--- src/rtl/program_loader.sv ---
// program_loader: boot-time image loader in front of the single-cycle MIPS core.
// Takes a byte stream (2-byte big-endian word count N, then 4*N bytes, each
// word MSB first), assembles 32-bit words and writes them to instruction memory
// at byte addresses 0, 4, 8, ... The core is held in reset until the whole
// image has been written; a bad length header parks the loader in ERR.
//
// Handshake: a byte moves on a rising edge where byte_valid & byte_ready are
// both 1. byte_ready never depends on byte_valid, and byte_in is ignored on
// any edge without a transfer. A producer may hold byte_valid high through the
// WRITE cycle; that byte simply waits and is taken in the next WORD cycle.
module program_loader #(
    parameter int MAX_WORDS = 256
) (
    input  logic        clk,
    input  logic        rst,
    input  logic [7:0]  byte_in,
    input  logic        byte_valid,
    output logic        byte_ready,
    output logic        imem_we,
    output logic [31:0] imem_addr,
    output logic [31:0] imem_wdata,
    output logic        core_rst,
    output logic        done,
    output logic        error,
    output logic [2:0]  o_dbg_state
);

    localparam logic [2:0] S_LEN_HI = 3'd0;
    localparam logic [2:0] S_LEN_LO = 3'd1;
    localparam logic [2:0] S_WORD   = 3'd2;
    localparam logic [2:0] S_WRITE  = 3'd3;
    localparam logic [2:0] S_DONE   = 3'd4;
    localparam logic [2:0] S_ERR    = 3'd5;

    // One extra bit so a 16-bit count can be compared against MAX_WORDS safely.
    localparam logic [16:0] LP_MAX_WORDS = 17'(MAX_WORDS);

    logic [2:0]  r_state;
    logic [7:0]  r_len_hi;
    logic [15:0] r_n;
    logic [23:0] r_word;       // first three bytes of the word being assembled
    logic [1:0]  r_byte_idx;
    logic [15:0] r_word_idx;
    logic        r_imem_we;
    logic [31:0] r_imem_addr;
    logic [31:0] r_imem_wdata;

    logic        w_ready;
    logic        w_xfer;
    logic [15:0] w_len;
    logic        w_len_bad;
    logic        w_last_word;
    logic        w_word_complete;

    // Handshake, header decode and end-of-word / end-of-image detection.
    always_comb begin
        w_ready         = 1'b0;
        w_xfer          = 1'b0;
        w_len           = {r_len_hi, byte_in};
        w_len_bad       = 1'b0;
        w_last_word     = 1'b0;
        w_word_complete = 1'b0;

        if (!rst) begin
            w_ready = (r_state == S_LEN_HI) || (r_state == S_LEN_LO) || (r_state == S_WORD);
        end
        w_xfer          = w_ready & byte_valid;
        w_len_bad       = (w_len == 16'd0) || ({1'b0, w_len} > LP_MAX_WORDS);
        w_last_word     = (r_word_idx == (r_n - 16'd1));
        w_word_complete = (r_state == S_WORD) && w_xfer && (r_byte_idx == 2'd3);
    end

    // Main loader FSM: header capture, byte assembly, word sequencing.
    always_ff @(posedge clk) begin
        if (rst) begin
            r_state    <= S_LEN_HI;
            r_len_hi   <= 8'd0;
            r_n        <= 16'd0;
            r_word     <= 24'd0;
            r_byte_idx <= 2'd0;
            r_word_idx <= 16'd0;
        end else begin
            case (r_state)
                S_LEN_HI: begin
                    if (w_xfer) begin
                        r_len_hi <= byte_in;
                        r_state  <= S_LEN_LO;
                    end
                end
                S_LEN_LO: begin
                    if (w_xfer) begin
                        r_n        <= w_len;
                        r_byte_idx <= 2'd0;
                        r_word_idx <= 16'd0;
                        r_state    <= w_len_bad ? S_ERR : S_WORD;
                    end
                end
                S_WORD: begin
                    if (w_xfer) begin
                        r_word     <= {r_word[15:0], byte_in};
                        // Wraps to 0 on the fourth byte, ready for the next word.
                        r_byte_idx <= r_byte_idx + 2'd1;
                        if (r_byte_idx == 2'd3) begin
                            r_state <= S_WRITE;
                        end
                    end
                end
                S_WRITE: begin
                    if (w_last_word) begin
                        r_state <= S_DONE;
                    end else begin
                        r_word_idx <= r_word_idx + 16'd1;
                        r_state    <= S_WORD;
                    end
                end
                S_DONE: r_state <= S_DONE;
                S_ERR:  r_state <= S_ERR;
                default: r_state <= S_LEN_HI;
            endcase
        end
    end

    // Registered write port: loaded together on the fourth byte, so the strobe,
    // address and data are all valid in the WRITE cycle; address/data hold after.
    always_ff @(posedge clk) begin
        if (rst) begin
            r_imem_we    <= 1'b0;
            r_imem_addr  <= 32'd0;
            r_imem_wdata <= 32'd0;
        end else begin
            r_imem_we <= w_word_complete;
            if (w_word_complete) begin
                r_imem_addr  <= {14'd0, r_word_idx, 2'b00};
                r_imem_wdata <= {r_word, byte_in};
            end
        end
    end

    assign byte_ready  = w_ready;
    assign imem_we     = r_imem_we;
    assign imem_addr   = r_imem_addr;
    assign imem_wdata  = r_imem_wdata;
    assign done        = (r_state == S_DONE);
    assign error       = (r_state == S_ERR);
    assign core_rst    = (r_state != S_DONE);
    assign o_dbg_state = r_state;

endmodule
--- config.mk ---
export PLATFORM = sky130hd
export DESIGN_NAME = program_loader
export DESIGN_NICKNAME = d
export VERILOG_FILES = /design/src/rtl/program_loader.sv
export SDC_FILE = /design/constraint.sdc
export NUM_CORES = 1
export LEC_CHECK = 0
export CORE_AREA = 2 2 92 117
export DETAILED_ROUTE_END_ITERATION = 8
export DIE_AREA = 0 0 94 119
export GPL_ROUTABILITY_DRIVEN = 0
export PLACE_DENSITY = 0.79
export SLEW_MARGIN = 20
export SYNTH_ARGS = -nofsm -noshare
export SYNTH_HDL_FRONTEND = slang
export SYNTH_SLANG_ARGS = --single-unit
export TNS_END_PERCENT = 100
--- constraint.sdc ---
create_clock -name clk -period 3.2 [get_ports clk]
set_input_delay 0.64 -clock clk [delete_from_list [all_inputs] [get_ports clk]]
set_output_delay 0.64 -clock clk [all_outputs]
set_load 0.01 [all_outputs]
==> qor.yml <==
status:
  status: "finished, final reports clean"
synth:
  synth_fa_ha_area_frac: 0.007029
  synth_area_leaders: "dfxtp_1 (44%), nand2_1 (15%), a21oi_1 (8.2%)"
  synth-simple-area-share: 0.2798
  yosys.area.top_type: "dfxtp_1"
  synth_xor_area_frac: 0.02952
  synth_edf_count: 0
  ys_types: 56
  synth_flop_cell: "dfxtp_1"
  ys_seq_elements: 118
  synth_compound_area_frac: 0.1284
  synth_warnings: 0
  async_reset_ff_frac: 0
  synth.cell_area_sq_um: 5340
  synth_top_family_by_area: "simple AND/OR/NAND/NOR gates"
  synthMuxAreaShare: 0.04920
  yosysSeqAreaShare: 0.4424
  yosysTopAreaCellShare: 0.4424
  synthCells: 688
  avgSynthCellArea_sq_um: 7.762
timing:
  tightest_slew_ns: 0.8529
  fin_crit_sh: 0.9416
  relSlewSlack: 0.4314
  holdWs_ns: 0.4524
  fmax_ghz: 0.3319
  finalClockSkew_ns: 0.008235
  hold_viol: 0
  tns_ns: 0
  timing.final.crit_period_ns: 3.013
  rsz0062_at_grt: "false"
  setup_viol: 0
  drv_slew: 0
detailed_routing:
  via_count: 5017
  drtIter0Drc: 319
  drt_wl_total_mm: 13.82
  routed.top_layer: "met4"
  via_per_inst: 5.650
  drc_errors: 0
  ant_nets: 0
  met2RoutedLength_mm: 7.163
  wl_met1_mm: 5.248
  routed-wl-met3_um: 718
  routedWlPerCell_um: 15.56
  first_pass_iters: 9
placed_design:
  dp.cells: 854
  dp.final_hpwl_mm: 9.142
  portBuffers: 66
flow_run:
  drv_cap: 0
cts:
  hold_buffers: 0
  cts_root_buf: "clkbuf_16"
  numCtsBuffers: 17
  cts_sinks: 118
  htreeDepth: 4
  cts_tree: "built"
  cts.clk_slew.worst_paths_ns: 0.05
  clk_latency_ns: 0.41
  cts.path.max_buffers: 2
critical_path:
  cp_top_family: "simple AND/OR/NAND/NOR gates"
  critPathCaptureType: "register"
  r2r_start: "r_n[0]"
  cp_data_arrival_time_ns: 3.29
  cp_cell_sequence: "inv_1 -> ha_1 -> or3b_1 -> a221o_1 -> or3_1 -> nor4_4 -> buf_4 -> a311oi_1 -> mux2i_1"
  cp.required_ns: 3.48
  cp_slowest_stage_delay_ns: 0.49
  startpoint_type: "register"
  crit_path_max_fanout: 9
  crit_slowest_cell: "or3b_1"
  crit_path_start: "r_n[0]"
  path_class: "register to register"
  path_buf_inv: 2
hold_path:
  worst_hold_startpoint: "r_word[23]"
  hp-class: "register to register"
global_route:
  grt_max_degree: 53
  track_usage: 0.2507
  antenna_found_initial: 0
  grt_overflow_total: 0
  first_global_vias: 4745
  grt_pass1_wl_mm: 22.23
floorplanning:
  rows: 42
  die_h_um: 119
  die-area_sq_um: 11190
  ios: 83
  start_util: 0.5211
  die_x_um: 94
  core_sq_um: 10250
final_layout:
  syn_to_final_growth_pct: 25.84
  drive_above_1_share: 0.07804
  fin_cells: 888
  n_antenna_cell: 0
  finalNetCount: 757
power:
  power_density_nw_per_um2: 578.9
  p_leak_uw: 0.002531
  vdd_drop_max_mv: 0.4352
[worst register-to-register path, stage by stage (launching register included)]
cell      delay (ns)
dfxtp_1         0.34
inv_1           0.07
ha_1            0.22
or3b_1          0.49
a221o_1         0.37
or3_1           0.44
nor4_4          0.42
buf_4           0.25
a311oi_1        0.13
mux2i_1         0.16
[cells in the final DEF (no fill, tap or decap), drive strengths merged, types with 8 or more instances in the layout]
cell type | Yosys | layout
dfxtp | 118 | 118
a21oi | 88 | 88
or3 | 15 | 15
xor2 | 11 | 11
inv | 7 | 8
clkbuf | 39 | 19
clkdlybuf4s50 | 0 | 65
nand2 | 218 | 218
conb | 1 | 16
buf | 22 | 17
and3 | 9 | 9
nor2 | 30 | 30
mux2i | 24 | 24
nand3 | 22 | 22
nor4 | 9 | 9
[cells in the mapped netlist (all sizes together) (2+ instances only)]
library cell  number
and4               2
and3               9
dfxtp            118
inv                7
a2111oi            4
or3               15
nor3               6
mux2i             24
a211o              2
a211oi             2
mux2               2
o31ai              3
and2               2
ha                 3
nor4               9
nand3             22
o21ai              5
nand4              4
nand2b             2
or4                3
nor4b              4
nand2            218
nor2b              2
a311oi             2
xor2              11
nor2              30
o211ai             3
buf               22
xnor2              7
a31oi              3
a21oi             88
clkbuf            39
[stage by stage]
stage,setup WS [ns],utilization,total power (uW),instance area (sq um)
2_1_floorplan,0.3265,-,1714,5396
3_3_place_gp,0.2011,0.5875,1770,6021
3_5_place_dp,0.1175,0.5875,1777,6021
4_1_cts,0.03665,0.6520,3899,6681
5_1_grt,0.02697,0.6558,3998,6720
6_report,0.1867,0.6558,3890,6720
[path summary, 6_finish.rpt]
path | to | slack (ns) | cells past startpoint
worst max-delay path | r_word_idx[8] | 0.19 | 9
worst min-delay path | imem_wdata[31] | 0.45 | 2
worst max register to register | r_word_idx[8] | 0.19 | 9
worst min register to register | imem_wdata[31] | 0.45 | 2
[final cells by class]
cell class	instances	area, sq um
clock buffers	19	432.9
clock inverters	13	227.7
multi-input cells	516	2726
inverters	8	30.03
flip-flops and latches	118	2362
repair buffers	82	775.7
fillers	829	3527
well taps	132	165.2
[per-layer routing]
| metal | up-vias | track usage |
|---|---|---|
| met3 | 68 | 0.07274 |
| met4 | 0 | 0.1440 |
| li1 | 2402 | - |
| met2 | 208 | 0.4237 |
| met1 | 2339 | 0.2759 |
| met5 | - | 0 |
[where the power goes]
group	internal (uW)	leakage [uW]	switching, uW
Combinational	99.3	0.00126	153
Clock	1460	0.000317	675
Sequential	1480	0.000951	21.5
Total	3040	0.00253	849
[logic make-up (layout without fill, tap and decap cells)]
| family | count (synthesis) | after routing |
|---|---|---|
| flops | 118 | 118 |
| fa+ha+maj | 3 | 3 |
| simple gates | 333 | 333 |
| xor+xnor | 18 | 18 |
| buf+inv | 69 | 122 |
| compound gates | 120 | 120 |
| other cells | 1 | 16 |
| mux | 26 | 26 |
[repair_timing]
item | CTS | global route
setup buffers | 0 | 2
endpoints found under the setup margin | 0 | 15
gates resized for setup | 0 | 7
[registers in the layout, indices dropped and copies added, names as in the netlist]
register and cells:
imem_we 1, r_byte_idx 2, r_word_idx 16, imem_addr 16, r_n 16, o_dbg_state 3
imem_wdata 32, r_len_hi 8, r_word 24
Note: power is estimated with default switching activity, not from simulation.
